--- src/rtl/aes128_job_scheduler_if.sv ---
// Requester job and response handshake bundle shared between the requesters/sink
// and aes128_job_scheduler.
interface aes128_job_scheduler_if #(
   parameter int unsigned ID_W = 4
);
   logic [1:0]      req_valid;
   logic [1:0]      req_ready;
   logic [127:0]    req0_key;
   logic [127:0]    req0_pt;
   logic [ID_W-1:0] req0_id;
   logic [127:0]    req1_key;
   logic [127:0]    req1_pt;
   logic [ID_W-1:0] req1_id;
   logic            resp_valid;
   logic            resp_ready;
   logic [127:0]    resp_data;
   logic            resp_src;
   logic [ID_W-1:0] resp_id;

   modport master (
      output req_valid, req0_key, req0_pt, req0_id, req1_key, req1_pt, req1_id, resp_ready,
      input  req_ready, resp_valid, resp_data, resp_src, resp_id
   );

   modport slave (
      input  req_valid, req0_key, req0_pt, req0_id, req1_key, req1_pt, req1_id, resp_ready,
      output req_ready, resp_valid, resp_data, resp_src, resp_id
   );
endinterface

--- src/rtl/aes128_job_scheduler.sv ---
// Round-robin sharing of one handshake-less AES-128 core between two requesters:
// accept a job, hold core inputs CORE_LATENCY cycles, return the cipher text with its tag.
module aes128_job_scheduler #(
   parameter int unsigned CORE_LATENCY = 12,
   parameter int unsigned ID_W         = 4
) (
   input  logic                  clk,
   input  logic                  reset,
   aes128_job_scheduler_if.slave bus,
   output logic [127:0]          core_key,
   output logic [127:0]          core_pt,
   input  logic [127:0]          core_ct,
   output logic                  busy,
   output logic [15:0]           job_count
);

   localparam int unsigned CntW = $clog2(CORE_LATENCY + 1);

   typedef enum logic [1:0] {StIdle, StWait, StResp} state_e;

   state_e          state_q, state_d;
   logic            rr_last_q;
   logic [CntW-1:0] cnt_q;
   logic            resp_valid_q;
   logic [127:0]    resp_data_q;
   logic            resp_src_q;
   logic [ID_W-1:0] resp_id_q;
   logic [1:0]      req_ready;
   logic            grant;
   logic            accept;
   logic            resp_fire;

   // On a tie the requester that did not win last time gets the grant.
   assign grant     = (bus.req_valid == 2'b11) ? ~rr_last_q : bus.req_valid[1];
   assign accept    = (state_q == StIdle) && bus.req_valid[grant];
   assign resp_fire = (state_q == StResp) && resp_valid_q && bus.resp_ready;

   always_ff @(posedge clk or negedge reset) begin
      if (!reset) begin
         state_q <= StIdle;
      end else begin
         state_q <= state_d;
      end
   end

   always_comb begin
      state_d = state_q;
      unique case (state_q)
         StIdle:  if (accept) state_d = StWait;
         StWait:  if (cnt_q == '0) state_d = StResp;
         StResp:  if (resp_fire) state_d = StIdle;
         default: state_d = StIdle;
      endcase
   end

   always_comb begin
      req_ready = 2'b00;
      busy      = (state_q != StIdle);
      if (state_q == StIdle) begin
         req_ready[grant] = bus.req_valid[grant];
      end
   end

   always_ff @(posedge clk or negedge reset) begin
      if (!reset) begin
         rr_last_q    <= 1'b1;
         cnt_q        <= '0;
         core_key     <= '0;
         core_pt      <= '0;
         resp_valid_q <= 1'b0;
         resp_data_q  <= '0;
         resp_src_q   <= 1'b0;
         resp_id_q    <= '0;
         job_count    <= '0;
      end else begin
         if (accept) begin
            rr_last_q  <= grant;
            cnt_q      <= CntW'(CORE_LATENCY - 1);
            core_key   <= grant ? bus.req1_key : bus.req0_key;
            core_pt    <= grant ? bus.req1_pt : bus.req0_pt;
            resp_id_q  <= grant ? bus.req1_id : bus.req0_id;
            resp_src_q <= grant;
         end
         if (state_q == StWait) begin
            cnt_q <= cnt_q - CntW'(1);
            if (cnt_q == '0) begin
               resp_data_q  <= core_ct;
               resp_valid_q <= 1'b1;
            end
         end
         if (resp_fire) begin
            resp_valid_q <= 1'b0;
            job_count    <= job_count + 16'd1;
         end
      end
   end

   assign bus.req_ready  = req_ready;
   assign bus.resp_valid = resp_valid_q;
   assign bus.resp_data  = resp_data_q;
   assign bus.resp_src   = resp_src_q;
   assign bus.resp_id    = resp_id_q;

endmodule

--- src/flat_wrapper.sv ---
// flat-port wrapper written by rule: the top's interface ports become plain ports
module aes128_job_scheduler_flat 
#(
   parameter int unsigned CORE_LATENCY = 12,
   parameter int unsigned ID_W         = 4
)
  (clk, reset, core_key, core_pt, core_ct, busy, job_count, bus_req_valid, bus_req0_key, bus_req0_pt, bus_req0_id, bus_req1_key, bus_req1_pt, bus_req1_id, bus_resp_ready, bus_req_ready, bus_resp_valid, bus_resp_data, bus_resp_src, bus_resp_id);
  aes128_job_scheduler_if #(.ID_W(ID_W)) bus_i ();
  input  logic clk;
  input  logic reset;
  output logic [127:0] core_key;
  output logic [127:0] core_pt;
  input  logic [127:0] core_ct;
  output logic busy;
  output logic [15:0] job_count;
  input wire logic [$bits(bus_i.req_valid)-1:0] bus_req_valid;
  input wire logic [$bits(bus_i.req0_key)-1:0] bus_req0_key;
  input wire logic [$bits(bus_i.req0_pt)-1:0] bus_req0_pt;
  input wire logic [$bits(bus_i.req0_id)-1:0] bus_req0_id;
  input wire logic [$bits(bus_i.req1_key)-1:0] bus_req1_key;
  input wire logic [$bits(bus_i.req1_pt)-1:0] bus_req1_pt;
  input wire logic [$bits(bus_i.req1_id)-1:0] bus_req1_id;
  input wire logic [$bits(bus_i.resp_ready)-1:0] bus_resp_ready;
  output wire logic [$bits(bus_i.req_ready)-1:0] bus_req_ready;
  output wire logic [$bits(bus_i.resp_valid)-1:0] bus_resp_valid;
  output wire logic [$bits(bus_i.resp_data)-1:0] bus_resp_data;
  output wire logic [$bits(bus_i.resp_src)-1:0] bus_resp_src;
  output wire logic [$bits(bus_i.resp_id)-1:0] bus_resp_id;
  assign bus_i.req_valid = bus_req_valid;
  assign bus_i.req0_key = bus_req0_key;
  assign bus_i.req0_pt = bus_req0_pt;
  assign bus_i.req0_id = bus_req0_id;
  assign bus_i.req1_key = bus_req1_key;
  assign bus_i.req1_pt = bus_req1_pt;
  assign bus_i.req1_id = bus_req1_id;
  assign bus_i.resp_ready = bus_resp_ready;
  assign bus_req_ready = bus_i.req_ready;
  assign bus_resp_valid = bus_i.resp_valid;
  assign bus_resp_data = bus_i.resp_data;
  assign bus_resp_src = bus_i.resp_src;
  assign bus_resp_id = bus_i.resp_id;
  aes128_job_scheduler #(.CORE_LATENCY(CORE_LATENCY), .ID_W(ID_W)) u_core (.clk(clk), .reset(reset), .bus(bus_i), .core_key(core_key), .core_pt(core_pt), .core_ct(core_ct), .busy(busy), .job_count(job_count));
endmodule
--- config.mk ---
export PLATFORM = sky130hd
export DESIGN_NAME = aes128_job_scheduler_flat
export DESIGN_NICKNAME = d
export VERILOG_FILES = /design/src/rtl/aes128_job_scheduler_if.sv /design/src/rtl/aes128_job_scheduler.sv /design/src/flat_wrapper.sv
export SDC_FILE = /design/constraint.sdc
export NUM_CORES = 1
export LEC_CHECK = 0
export ABC_AREA = 0
export CORE_AREA = 2 2 414 416
export CTS_BUF_LIST = sky130_fd_sc_hd__clkbuf_8
export DETAILED_ROUTE_END_ITERATION = 8
export DIE_AREA = 0 0 416 418
export GPL_TIMING_DRIVEN = 0
export SETUP_SLACK_MARGIN = 0.1
export SLEW_MARGIN = 15
export SYNTH_ARGS = -nofsm -noshare
export SYNTH_HDL_FRONTEND = slang
export SYNTH_SLANG_ARGS = --single-unit
--- constraint.sdc ---
create_clock -name clk -period 1.7 [get_ports clk]
set_input_delay 0.17 -clock clk [delete_from_list [all_inputs] [get_ports clk]]
set_output_delay 0.17 -clock clk [all_outputs]
set_load 0.05 [all_outputs]
; Word level (Yosys, flattened, before mapping)
; Index checks and enable logic that the tools add are counted.
[word_totals]
reg_bits = 413
inputBits = 653
out_inout_bits = 409
[classes]
n_addsub = 2
magnitude_cmp = 2
eq_ne = 6
n_mux = 18
n_bitwise = 2
reduce_logical = 13
[ops]
columns = cell, count
row1 = two-way mux 128 bit, 2
row2 = "adder 16 x 1 -> 16 bit, second input constant", 1
row3 = two-way mux 4 bit, 3
row4 = two-way mux 2 bit, 4
row5 = nonzero test 2 bit, 4
row6 = two-way mux 1 bit, 7
row7 = "inequality test 2 x 1 -> 1 bit, second input constant", 3
row8 = case mux 2 bit (3 select lines), 1
row9 = "== test 2 bit, second input constant", 2
row10 = logical AND 1 bit, 4
row11 = logical NOT 4 bit, 1
row12 = AND reduction 2 bit, 2
row13 = "subtractor 4 x 1 -> 4 bit, second input constant", 1
row14 = AND reduction 3 bit, 1
row15 = AND 2 bit, 1
row16 = "== test 2 x 1 -> 1 bit, second input constant", 1
row17 = logical NOT 2 bit, 1
row18 = "less-than comparator 1 x 2 -> 1 bit, second input constant", 1
row19 = demux 1 bit (select 1 bit), 1
row20 = "greater-or-equal comparator 1 bit, second input constant", 1
row21 = NOT 1 bit, 1

; Depth between registers and ports, before layout
[depth]
depth_word = 8
mapped_depth = 7
depth_no_buf = 5

; Worst setup path after synthesis
; No wires, ideal clock.
[synth_path]
path_kind = register to register
startpoint = register u_core.job_count[6]
endpoint = register u_core.job_count[15]
setup_time_ns = 0.082
arrival_ns = 1.741
t_required_ns = 1.618
slack_ns = -0.123
stages_incl_launch_ff = 5
cell_sequence = dfrtp_1 > nand3_1 > or3_4 > nor4_1 > xor2_1
[synth_between]
elab_chain_cells = 1
[synth_lines]
columns = element, line
row1 = from (decl), aes128_job_scheduler.sv:14  ; output logic [15:0] job_count
row2 = from (signal assigned), aes128_job_scheduler.sv:93  ; job_count <= job_count + 16'd1;
row3 = adder 16 x 1 -> 16 bit, aes128_job_scheduler.sv:93
; No other way between the ends.
; A chain may end at the register's enable or synchronous reset.

; Final worst setup path
[layout_path]
startpoint = register u_core.rr_last_q
endpoint = output port bus_req_ready[0]
[layout_between]
elab_chain_cells = 8
elab_cells_between_ends = 11
cone_classes = 2 x order compare / 6 x mux / 2 x bitwise / 1 x reduce/logical
[layout_lines]
columns = element, line
row1 = from (decl), aes128_job_scheduler.sv:22  ; logic rr_last_q;
row2 = from (signal assigned), aes128_job_scheduler.sv:77  ; rr_last_q <= grant;
row3 = NOT 1 bit (*), aes128_job_scheduler.sv:34  ; assign grant = (bus.req_valid == 2'b11) ? ~rr_last_q : bus.req_valid[1];
row4 = two-way mux 1 bit (*), aes128_job_scheduler.sv:34
row5 = less-than comparator 1 x 2 -> 1 bit (not written as such) / greater-or-equal comparator 1 bit (equally long branches), aes128_job_scheduler.sv:60  ; req_ready[grant] = bus.req_valid[grant];
row6 = logical AND 1 bit (not written as such), aes128_job_scheduler.sv:60
row7 = two-way mux 1 bit (not written as such), aes128_job_scheduler.sv:60
row8 = demux 1 bit (select 1 bit), n/a
row9 = AND 2 bit (no line) (*), n/a
row10 = two-way mux 2 bit (*), aes128_job_scheduler.sv:59  ; if (state_q == StIdle) begin
row11 = to (decl), flat_wrapper.sv:24  ; output wire logic [$bits(bus_i.req_ready)-1:0] bus_req_ready;
; Every way passes the cells marked *; elsewhere a longest branch is shown, timed or not. The select of a mux whose other input is x is not followed.

==> metrics <==
status finished, violations left; failing checks DRC, hold timing, setup timing; layout cells sized above 1 20.5%; Non-Filler Cell Area, Final 40,200 sq um; # IOs 1,062; # fillers 17.8k; clk slew on worst S/H paths 70 ps; largest net degree at the start of global routing 102; Worst Path Max Fanout 3; met2 usage 25.4%; Max VDD drop 0.00122 V; CTS Root Cell clkbuf_8; CTS tree built; vias in the first global route 20.8k; vias 20.4k; initial core utilization 9.78%; Setup Skew 83.8 ps; first drt pass iteration count 9; Max Slew Vio Count 0; Max stage delay cell, worst path dfstp_2; # setup viols final 637; initial drt markers 3,263; part of the cycle the worst path needs 131%; Hold Vio Cnt, Final 35; H-tree depth 3; Post-synth EDFFs 0; clk sink count 413; initial antenna violation count 45; critical path capture point type output port; met1 GRT Util 17.1%; asr flop ratio synth 100%; placed cell area 30,100 sq um; Post-Syn Area per Cell 13.2 sq um; Layout Nets 3,768; f_max 450 MHz; slack of the critical path -520 ps; cell mode on critical path buf_8; actual slew at the worst max-slew pin 972 ps; DIE AREA 174,000 sq um; RSZ-0062 raised after global routing yes; cells after synthesis 1,249; WP data arrival 2050 ps; count of cell types in the netlist 36; Port Buf Inserts 1,061; first-pass GRT wire length 188,000 um; Global Route met3 Usage 8.97%; Cell Area, Synth 16,500 sq um; row count 151; CTS Buf Count 86; critical path cell sequence nand2b_4 > and3_4 > buf_12 > buf_8 > buf_8; HPWL after detailed placement 119,000 um; post-synth net total 1,905; clock latency on the worst-skew pair 810 ps; Layout area overhead 143%; routed vias/inst 3.77; pwr dens 1920 nW/um^2; Max clock buf depth 3; GP Congestion 0.961; worst endpoint required time 1530 ps; wire length per cell 27.5 um; Critical Setup Path Class reg2out; GRT Max-Usage Layer met2; Die Y 418 um; synth warn 0; GR Util All Layers 16.1%; WHS -40.6 ps; final core occ 23.8%; final wirelength 149,000 um; Min-Delay Path Class in2async; DRT antenna net count 0; fin crit period 2220 ps; Synth Register Bits 413; # hold bufs at CTS 618; sequential share of the synthesized area 62.5%; GRT overflow 0; number of max-cap violations 0; most common cell after layout, fill and taps aside clkdlybuf4s50_1; Core ar. 169,000 sq um; most frequent cells in the layout clkdlybuf4s50_1 (750), dlygate4sd3_1 (618), dfrtp_1 (387); Post-synth top flop dfrtp_1; CP Launch Type flip-flop; Die X-Extent 416 um; # DRC 17; CP peak stage delay 570 ps; leakage power 0.0180 uW; Slew headroom 35.5%
-- per-layer routing --
layer | part of all wire (%) | vias to the layer above
met3 | 15 | 330
met4 | 6.5 | 10
met5 | 0.046 | -
met1 | 33 | 10100
met2 | 45 | 1489
li1 | - | 8493
-- power breakdown --
group	leakage (uW)	switching, uW	internal, uW
Clock	0.00105	5410	6560
Sequential	0.00501	3900	14600
Combinational	0.0119	30500	16200
-- final timing paths --
path / from / endpoint / slack, ps / cells after the start
worst max-delay path: u_core.rr_last_q / bus_req_ready[0] / -520 / 5
worst min-delay path: reset / u_core.bus.resp_data[79] / -40 / 2
worst max register to register: u_core.rr_last_q / u_core.core_key[82] / -470 / 8
worst min register to register: u_core.job_count[15] / u_core.job_count[15] / 480 / 1
max in group asynchronous: reset / u_core.core_key[29] / 300 / 4
min in group clk: core_ct[49] / u_core.bus.resp_data[49] / 100 / 2
-- sequential cells by signal, summed over array words and instances (netlist names) --
signal,count
u_core.bus.resp_id,4
u_core.state_q,2
u_core.job_count,16
u_core.cnt_q,4
u_core.bus.resp_valid,1
u_core.core_pt,128
u_core.rr_last_q,1
u_core.bus.resp_data,128
u_core.core_key,128
u_core.bus.resp_src,1
-- final cells by class --
cell class	count	area (sq um)	share of cell area, %
plain buffers	100	1230	3.07
clock buffers	102	1400	3.49
flip-flops and latches	413	10400	25.8
repair buffers	1776	18300	45.4
clock inverters	49	458	1.14
well taps	2218	2780	6.90
inverters	261	980	2.44
diodes	33	82.6	0.205
multi-input cells	474	4650	11.6
-- repair_timing --
| action | in CTS | in global routing |
|---|---|---|
| setup buffers | 18 | 61 |
| cloned | 0 | 16 |
| gates resized for setup | 460 | 992 |
| pin swaps | 9 | 46 |
| endpoints found under the hold margin | 600 | 66 |
| setup endpoints to repair | 808 | 811 |
-- worst max-delay path, delay by kind of cell, from the launching register on --
family | cells | cell delay (ps)
buffers and inverters | 3 | 340
and+or+nand+nor | 2 | 320
DFF | 1 | 570
-- stage by stage --
stage	TNS (ps)	power (uW)	cells	worst slack, ps
after floorplan	0	40400	1249	50.4
after global placement	-8777000	60800	4528	-21420
after detailed placement	-415390	61100	4532	-1770
after CTS	-390200	74100	5319	-681
after global routing	-276100	80300	5414	-655
final	-203820	77100	5426	-520
-- synth_stat cells (all sizes together), types with 4 or more instances --
library cell / instances / area share, %
o21ai: 9 / 0.27
nor4: 4 / 0.15
dfrtp: 412 / 62
clkbuf: 14 / 0.32
a222oi: 257 / 16
nor2: 8 / 0.18
inv: 261 / 5.9
buf: 87 / 3.5
nand3: 6 / 0.18
mux2: 128 / 8.7
xor2: 8 / 0.42
xnor2: 7 / 0.37
nand2: 16 / 0.36
-- cell families (layout without fill, tap and decap cells) --
kind of cell	after synthesis	after routing	share of synthesized area (%)
flops	413	413	62.5
buf+inv	362	2288	9.78
compound gates	273	273	16.1
mux	131	131	8.90
simple gates	52	52	1.66
xor+xnor	15	15	0.795
fa+ha+maj	3	3	0.227
other cells	0	33	0
(Power assumes the default switching activity.)
